$ cat config.mk
export PLATFORM = sky130hd
export DESIGN_NAME = object_draw_engine
export DESIGN_NICKNAME = d
export VERILOG_FILES = /design/src/rtl/draw_pkg.sv /design/src/rtl/draw_raster_counter.sv /design/src/rtl/object_draw_engine.sv
export SDC_FILE = /design/constraint.sdc
export NUM_CORES = 1
export LEC_CHECK = 0
export BUFFER_PORTS_ARGS = -buffer_cell sky130_fd_sc_hd__clkbuf_2
export CAP_MARGIN = 15
export CORE_MARGIN = 2
export CORE_UTILIZATION = 55
export CTS_BUF_LIST = sky130_fd_sc_hd__clkbuf_4
export CTS_CLUSTER_DIAMETER = 120
export DETAILED_ROUTE_END_ITERATION = 8
export PLACE_DENSITY = 0.78
export SETUP_SLACK_MARGIN = 0.2
export SLEW_MARGIN = 20
export SYNTH_ARGS = -nofsm -noshare
export SYNTH_HDL_FRONTEND = slang
export SYNTH_SLANG_ARGS = --single-unit
$ cat constraint.sdc
create_clock -name clk -period 3.03 [get_ports clk]
set_input_delay 0.303 -clock clk [delete_from_list [all_inputs] [get_ports clk]]
set_output_delay 0.303 -clock clk [all_outputs]
set_load 0.05 [all_outputs]
$ cat src/rtl/draw_pkg.sv
// Shared constants and types for the object draw engine: screen extent,
// sprite sizes and colours, request ids and FSM states.
package draw_pkg;

    localparam int SCREEN_W = 160;
    localparam int SCREEN_H = 120;

    localparam logic [7:0] BG_W    = 8'd160;
    localparam logic [6:0] BG_H    = 7'd120;
    localparam logic [7:0] GOLD_W  = 8'd8;
    localparam logic [6:0] GOLD_H  = 7'd8;
    localparam logic [7:0] STONE_W = 8'd8;
    localparam logic [6:0] STONE_H = 7'd8;
    localparam logic [7:0] HOOK_W  = 8'd4;
    localparam logic [6:0] HOOK_H  = 7'd4;

    localparam logic [2:0] COL_BG    = 3'b000;
    localparam logic [2:0] COL_GOLD  = 3'b110;
    localparam logic [2:0] COL_STONE = 3'b011;
    localparam logic [2:0] COL_HOOK  = 3'b111;

    // Encoding doubles as the bit index of the matching done output.
    typedef enum logic [1:0] {
        REQ_BG    = 2'd0,
        REQ_GOLD  = 2'd1,
        REQ_STONE = 2'd2,
        REQ_HOOK  = 2'd3
    } req_id_e;

    typedef enum logic [1:0] {
        ST_IDLE    = 2'd0,
        ST_SCAN    = 2'd1,
        ST_DONE    = 2'd2,
        ST_RELEASE = 2'd3
    } draw_state_e;

endpackage

$ cat src/rtl/draw_raster_counter.sv
// Raster offset generator: loads a sprite width/height, walks x fastest then y,
// and flags the final offset of the rectangle.
module draw_raster_counter (
    input  logic       clk,
    input  logic       resetn,
    input  logic       load,
    input  logic       step,
    input  logic [7:0] width,
    input  logic [6:0] height,
    output logic [7:0] off_x,
    output logic [6:0] off_y,
    output logic       last
);

    logic [7:0] off_x_q, off_x_d, w_q, w_d;
    logic [6:0] off_y_q, off_y_d, h_q, h_d;
    logic       x_end;

    assign x_end = (off_x_q == w_q - 8'd1);

    always_comb begin
        off_x_d = off_x_q;
        off_y_d = off_y_q;
        w_d     = w_q;
        h_d     = h_q;
        if (load) begin
            off_x_d = 8'd0;
            off_y_d = 7'd0;
            w_d     = width;
            h_d     = height;
        end else if (step) begin
            if (x_end) begin
                off_x_d = 8'd0;
                off_y_d = off_y_q + 7'd1;
            end else begin
                off_x_d = off_x_q + 8'd1;
            end
        end
    end

    always_ff @(posedge clk) begin
        if (!resetn) begin
            off_x_q <= 8'd0;
            off_y_q <= 7'd0;
            w_q     <= 8'd0;
            h_q     <= 7'd0;
        end else begin
            off_x_q <= off_x_d;
            off_y_q <= off_y_d;
            w_q     <= w_d;
            h_q     <= h_d;
        end
    end

    assign off_x = off_x_q;
    assign off_y = off_y_q;
    assign last  = x_end && (off_y_q == h_q - 7'd1);

endmodule

$ cat src/rtl/object_draw_engine.sv
// Sprite/background rasteriser feeding a VGA pixel-write port, one pixel per cycle.
// Define DRAW_CLIP_EN to suppress off-screen pixels; otherwise coordinates wrap.
//
// state      | meaning
// IDLE       | waiting for any enable; latches the highest-priority request
// SCAN       | emitting one pixel per cycle in raster order
// DONE       | one cycle; pulses the done output of the latched request
// RELEASE    | waiting for all enables low so a held request cannot retrigger
module object_draw_engine
    import draw_pkg::*;
(
    input  logic       clk,
    input  logic       resetn,
    input  logic       enable_draw_background,
    input  logic       enable_draw_gold,
    input  logic       enable_draw_stone,
    input  logic       enable_draw_hook,
    input  logic [7:0] obj_x,
    input  logic [6:0] obj_y,
    input  logic [7:0] hook_x,
    input  logic [6:0] hook_y,
    output logic [7:0] vga_x,
    output logic [6:0] vga_y,
    output logic [2:0] vga_colour,
    output logic       plot,
    output logic       draw_background_done,
    output logic       draw_gold_done,
    output logic       draw_stone_done,
    output logic       draw_hook_done
);

    draw_state_e state_q, state_d;
    req_id_e     req_q, req_d, sel_req;
    logic [7:0]  org_x_q, org_x_d, sel_x, sel_w;
    logic [6:0]  org_y_q, org_y_d, sel_y, sel_h;
    logic [2:0]  col_q, col_d, sel_col;
    logic [7:0]  vga_x_q, vga_x_d;
    logic [6:0]  vga_y_q, vga_y_d;
    logic [2:0]  vga_colour_q, vga_colour_d;
    logic        plot_q, plot_d;
    logic [3:0]  done_q, done_d;

    logic        any_en, load, step, last;
    logic [7:0]  off_x;
    logic [6:0]  off_y;
    logic [8:0]  px_x;
    logic [7:0]  px_y;
    logic        transparent, visible;

    assign any_en = enable_draw_background | enable_draw_gold |
                    enable_draw_stone | enable_draw_hook;

    always_comb begin
        sel_req = REQ_HOOK;
        sel_x   = hook_x;
        sel_y   = hook_y;
        sel_w   = HOOK_W;
        sel_h   = HOOK_H;
        sel_col = COL_HOOK;
        if (enable_draw_background) begin
            sel_req = REQ_BG;
            sel_x   = 8'd0;
            sel_y   = 7'd0;
            sel_w   = BG_W;
            sel_h   = BG_H;
            sel_col = COL_BG;
        end else if (enable_draw_gold) begin
            sel_req = REQ_GOLD;
            sel_x   = obj_x;
            sel_y   = obj_y;
            sel_w   = GOLD_W;
            sel_h   = GOLD_H;
            sel_col = COL_GOLD;
        end else if (enable_draw_stone) begin
            sel_req = REQ_STONE;
            sel_x   = obj_x;
            sel_y   = obj_y;
            sel_w   = STONE_W;
            sel_h   = STONE_H;
            sel_col = COL_STONE;
        end
    end

    draw_raster_counter u_raster (
        .clk    (clk),
        .resetn (resetn),
        .load   (load),
        .step   (step),
        .width  (sel_w),
        .height (sel_h),
        .off_x  (off_x),
        .off_y  (off_y),
        .last   (last)
    );

    assign px_x = {1'b0, org_x_q} + {1'b0, off_x};
    assign px_y = {1'b0, org_y_q} + {1'b0, off_y};

    assign transparent = (req_q == REQ_GOLD) &&
                         ((off_x == 8'd0) || (off_x == GOLD_W - 8'd1)) &&
                         ((off_y == 7'd0) || (off_y == GOLD_H - 7'd1));

`ifdef DRAW_CLIP_EN
    assign visible = !transparent && (px_x < 9'(SCREEN_W)) && (px_y < 8'(SCREEN_H));
`else
    // Wrapping build: the carry bits are dropped on purpose.
    logic unused_coord_msb;
    assign unused_coord_msb = px_x[8] ^ px_y[7];
    assign visible = !transparent;
`endif

    always_comb begin
        state_d      = state_q;
        req_d        = req_q;
        org_x_d      = org_x_q;
        org_y_d      = org_y_q;
        col_d        = col_q;
        vga_x_d      = vga_x_q;
        vga_y_d      = vga_y_q;
        vga_colour_d = vga_colour_q;
        plot_d       = 1'b0;
        done_d       = 4'b0000;
        load         = 1'b0;
        step         = 1'b0;
        case (state_q)
            ST_IDLE: begin
                if (any_en) begin
                    load    = 1'b1;
                    req_d   = sel_req;
                    org_x_d = sel_x;
                    org_y_d = sel_y;
                    col_d   = sel_col;
                    state_d = ST_SCAN;
                end
            end
            ST_SCAN: begin
                step         = 1'b1;
                vga_x_d      = px_x[7:0];
                vga_y_d      = px_y[6:0];
                vga_colour_d = col_q;
                plot_d       = visible;
                if (last) state_d = ST_DONE;
            end
            ST_DONE: begin
                done_d  = 4'b0001 << req_q;
                state_d = ST_RELEASE;
            end
            ST_RELEASE: begin
                if (!any_en) state_d = ST_IDLE;
            end
            default: state_d = ST_IDLE;
        endcase
    end

    always_ff @(posedge clk) begin
        if (!resetn) begin
            state_q      <= ST_IDLE;
            req_q        <= REQ_BG;
            org_x_q      <= 8'd0;
            org_y_q      <= 7'd0;
            col_q        <= 3'd0;
            vga_x_q      <= 8'd0;
            vga_y_q      <= 7'd0;
            vga_colour_q <= 3'd0;
            plot_q       <= 1'b0;
            done_q       <= 4'b0000;
        end else begin
            state_q      <= state_d;
            req_q        <= req_d;
            org_x_q      <= org_x_d;
            org_y_q      <= org_y_d;
            col_q        <= col_d;
            vga_x_q      <= vga_x_d;
            vga_y_q      <= vga_y_d;
            vga_colour_q <= vga_colour_d;
            plot_q       <= plot_d;
            done_q       <= done_d;
        end
    end

    assign vga_x                = vga_x_q;
    assign vga_y                = vga_y_q;
    assign vga_colour           = vga_colour_q;
    assign plot                 = plot_q;
    assign draw_background_done = done_q[REQ_BG];
    assign draw_gold_done       = done_q[REQ_GOLD];
    assign draw_stone_done      = done_q[REQ_STONE];
    assign draw_hook_done       = done_q[REQ_HOOK];

endmodule

==> run_results.csv <==
group,metric,value,unit
logic_synthesis,ys_seq_area_frac,0.374,
global_routing,grt_pass1_vias,2805,
logic_synthesis,syn_inst,382,
worst_setup_path,worstPathCellList,"inv_1 -> ha_1 -> ha_1 -> xor2_1 -> nand2_1 -> nor4_4 -> nand4_1 -> mux2_2",
drt,drt_pre_antenna_iters,6,
cts,post_cts_resized,0,
place,dp_slack,0.509,ns
worst_setup_path,crit_top_cell,"ha_1",
flow_run,drv_cap,0,
worst_setup_path,reg2reg_from,"u_raster.h_q[2]$_SDFFE_PN0P_",
floorplanning,die_x,81.6,um
timing,slew_violations,0,
logic_synthesis,synth_nets,446,
drt,drtIter0Drc,222,
floorplanning,die_y,81.6,um
timing,slew_headroom,0.569,
cts,cts.path.max_buffers,2,
hold_path,min_path_cells,3,
timing,period_minus_slack,2.55,ns
worst_setup_path,crit_required,3.34,ns
worst_setup_path,crit_path_start_kind,"flip-flop",
hold_path,min_to,"org_x_q[4]$_SDFFE_PN0P_",
logic_synthesis,synth_seq_cells,62,
timing,setup_ws,0.478,ns
power,p_leak,1.68,nW
logic_synthesis,synth_flop_cell,"dfxtp_1",
outcome,status,"completed",
global_routing,grt_start_max_net_pins,34,
global_routing,grt_overflow,0,
cts,numCtsBuffers,9,
global_routing,groute.usage.overall,0.258,
cts,clk_latency,0.41,ns
logic_synthesis,synth_edf_count,0,
worst_setup_path,slowest_stage,"nor4_4",
floorplanning,core-area,5890,um2
logic_synthesis,async_flop_share,0,
power,power,2.42,mW
place,port_buffers,58,
drt,wl,7800,um
power,power_density,641,nW/um2
layout,area_growth,13.9,%
drt,wire_per_inst,15.1,um
worst_setup_path,rr_endpoint,"u_raster.off_y[5]$_SDFFE_PP0P_",
logic_synthesis,yosysUniqueCellTypes,50,
drt,via_count,2922,
drt,ant_nets,0,
floorplanning,initial_utilization,0.563,
worst_setup_path,worstSetupEndpointType,"flip-flop",
timing,fin_setup_tns,0,ns
logic_synthesis,synth_warnings,0,
layout,final_cells,517,
cts,cts_root_buf,"clkbuf_4",
logic_synthesis,synth_area_leaders,"dfxtp_1 (37%), ha_1 (9.8%), nor2_1 (5.0%), nand2_1 (4.0%), xor2_1 (3.7%)",
cts,cts_setup_buffers,0,
cts,tritoncts,"built",
cts,cts_hold_buf,0,
hold_path,min_path_type,"input pin to flip-flop",
place,post-place-cells,502,
floorplanning,rows,28,
drt,drc,0,
layout,drive_gt1_frac,0.188,
worst_setup_path,cp_max_fo,11,
power,vdd_drop_max,0.000426,V
layout,insertedDiodeCount,0,
floorplanning,die-area,6660,um2
cts,cts_num_sinks,62,
cts,htreeDepth,3,
global_routing,antenna_found_initial,0,
timing,tightest_slew,0.642,ns
timing,rsz0062_at_grt,"false",
place,hpwl,5570,um
worst_setup_path,worst-r2r-cell-count,8,
layout,layout.nets,502,
place,routabilityCongestion,0.836,
worst_setup_path,path_class,"flip-flop to flip-flop",
logic_synthesis,synth_area_per_cell,8.68,um2
timing,holdWs,0.0768,ns
cts,path_clk_slew,0.11,ns
worst_setup_path,crit_arrival,2.86,ns
timing,hold_viol_final,0,
logic_synthesis,synth_top_area_frac,0.374,
worst_setup_path,reg2reg_setup_slack,0.48,ns
layout,finalCoreUtilization,0.642,
timing,fmax,0.392,GHz
worst_setup_path,max_stage_delay,0.62,ns
hold_path,worstHoldStart,"hook_x[4]",
logic_synthesis,synth_area,3310,um2
logic_synthesis,yosysTopAreaCell,"dfxtp_1",
drt,avgViaCountPerCell,5.65,
timing,finalCritPeriodShare,0.842,
timing,finClkSkew,0.0138,ns
layout,design_area,3780,um2
floorplanning,ios,59,
global_routing,grt_pass1_wl,12900,um
place,placedInstanceArea,3650,um2
timing,setup_viol,0,
[synthesized netlist by cell type, drive strengths merged, types with 2 or more instances]
master / instances
a211oi: 5
a21o: 5
a21oi: 18
a222oi: 7
a22o: 6
a22oi: 2
a31oi: 4
and2: 3
and3: 2
buf: 8
clkbuf: 10
dfxtp: 62
fa: 2
ha: 26
inv: 22
mux2: 3
mux2i: 12
nand2: 35
nand2b: 3
nand3: 12
nand4: 5
nor2: 44
nor2b: 5
nor3: 8
nor3b: 4
nor4: 6
o211ai: 2
o21a: 4
o21ai: 15
o21bai: 3
or2: 2
or3: 2
or4: 2
xnor2: 8
xor2: 14
[state kept, by name (all words and copies together), names as in the netlist]
name,count
state_q,2
req_q,1
org_x_q,8
u_raster.off_x,8
done_q,4
u_raster.w_q,1
vga_x,8
plot,1
col_q,2
vga_colour,3
vga_y,7
org_y_q,7
u_raster.off_y,7
u_raster.h_q,3
[per-layer routing]
metal  vias up  global-route usage  routed length (um)
met5         -                   0                   0
met3        11              0.0527                 476
met4         0              0.0983                 121
met1      1348               0.319                3410
met2       102               0.441                3800
li1       1461                   -                   -
[placed cells by master (no fill, tap or decap), types with 2 or more instances in the layout]
master / n
and2_1: 3
mux2i_1: 12
mux2_2: 3
a21oi_1: 18
o21a_1: 4
xnor2_1: 8
a22o_1: 6
nand3_1: 12
clkbuf_2: 58
nor2_1: 44
fa_1: 2
and3_1: 2
clkinv_1: 2
o211ai_1: 2
or4_1: 2
nand2_1: 35
dfxtp_1: 62
a31oi_1: 4
nor4_1: 5
or3_1: 2
nand2b_1: 3
a22oi_1: 2
buf_4: 5
xor2_1: 14
o21bai_1: 3
a222oi_1: 7
nand4_1: 5
ha_1: 26
nor2b_1: 5
nor3b_1: 4
a21o_1: 5
nor3_1: 8
a211oi_1: 5
inv_1: 22
o21ai_0: 15
clkbuf_4: 10
clkinv_2: 2
[kinds of logic (layout without fill, tap and decap cells)]
| kind of cell | count (synthesis) | after routing | synth area share |
|---|---|---|---|
| buffers and inverters | 41 | 101 | 0.0521 |
| AOI/OAI and AO/OA | 77 | 77 | 0.157 |
| muxes | 15 | 15 | 0.0464 |
| xor gates and xnor gates | 22 | 22 | 0.0581 |
| adders and majority gates | 28 | 28 | 0.110 |
| DFF | 62 | 62 | 0.374 |
| and+or+nand+nor | 137 | 137 | 0.201 |
[layout make-up]
class,instances,area [um2]
fillers,532,2110
multi-input cells,279,1900
flip-flops and latches,62,1240
repair buffers,63,328
well taps,75,93.8
inverters,23,86.3
clock buffers,10,75.1
clock inverters,5,51.3
[how the worst max path moves through the flow]
stage,startpoint,endpoint,slack (ns),depth (start not counted)
final,u_raster.h_q[2]$_SDFFE_PN0P_,u_raster.off_y[5]$_SDFFE_PP0P_,0.48,8
after global routing,u_raster.h_q[2]$_SDFFE_PN0P_,u_raster.off_y[5]$_SDFFE_PP0P_,0.30,8
after CTS,u_raster.h_q[2]$_SDFFE_PN0P_,u_raster.off_y[5]$_SDFFE_PP0P_,0.48,8
after detailed placement,u_raster.h_q[2]$_SDFFE_PN0P_,u_raster.off_y[5]$_SDFFE_PP0P_,0.51,8
after global placement,u_raster.h_q[2]$_SDFFE_PN0P_,u_raster.off_y[5]$_SDFFE_PP0P_,0.58,8
after floorplan,u_raster.h_q[2]$_SDFFE_PN0P_,u_raster.off_y[4]$_SDFFE_PP0P_,0.97,9
[report_power, final]
part / internal [mW] / switching (mW)
Combinational: 0.287 / 0.586
Sequential: 0.923 / 0.0771
Clock: 0.251 / 0.297
Total: 1.46 / 0.960
[worst max-delay path, delay by kind of cell (launching register included)]
family,cells,cell delay [ns]
flip-flops,1,0.43
AND/OR/NAND/NOR,3,0.93
multiplexers,1,0.31
adder cells (fa/ha/maj),2,0.54
XOR/XNOR,1,0.14
buffers and inverters,1,0.11
(Power assumes the default switching activity.)
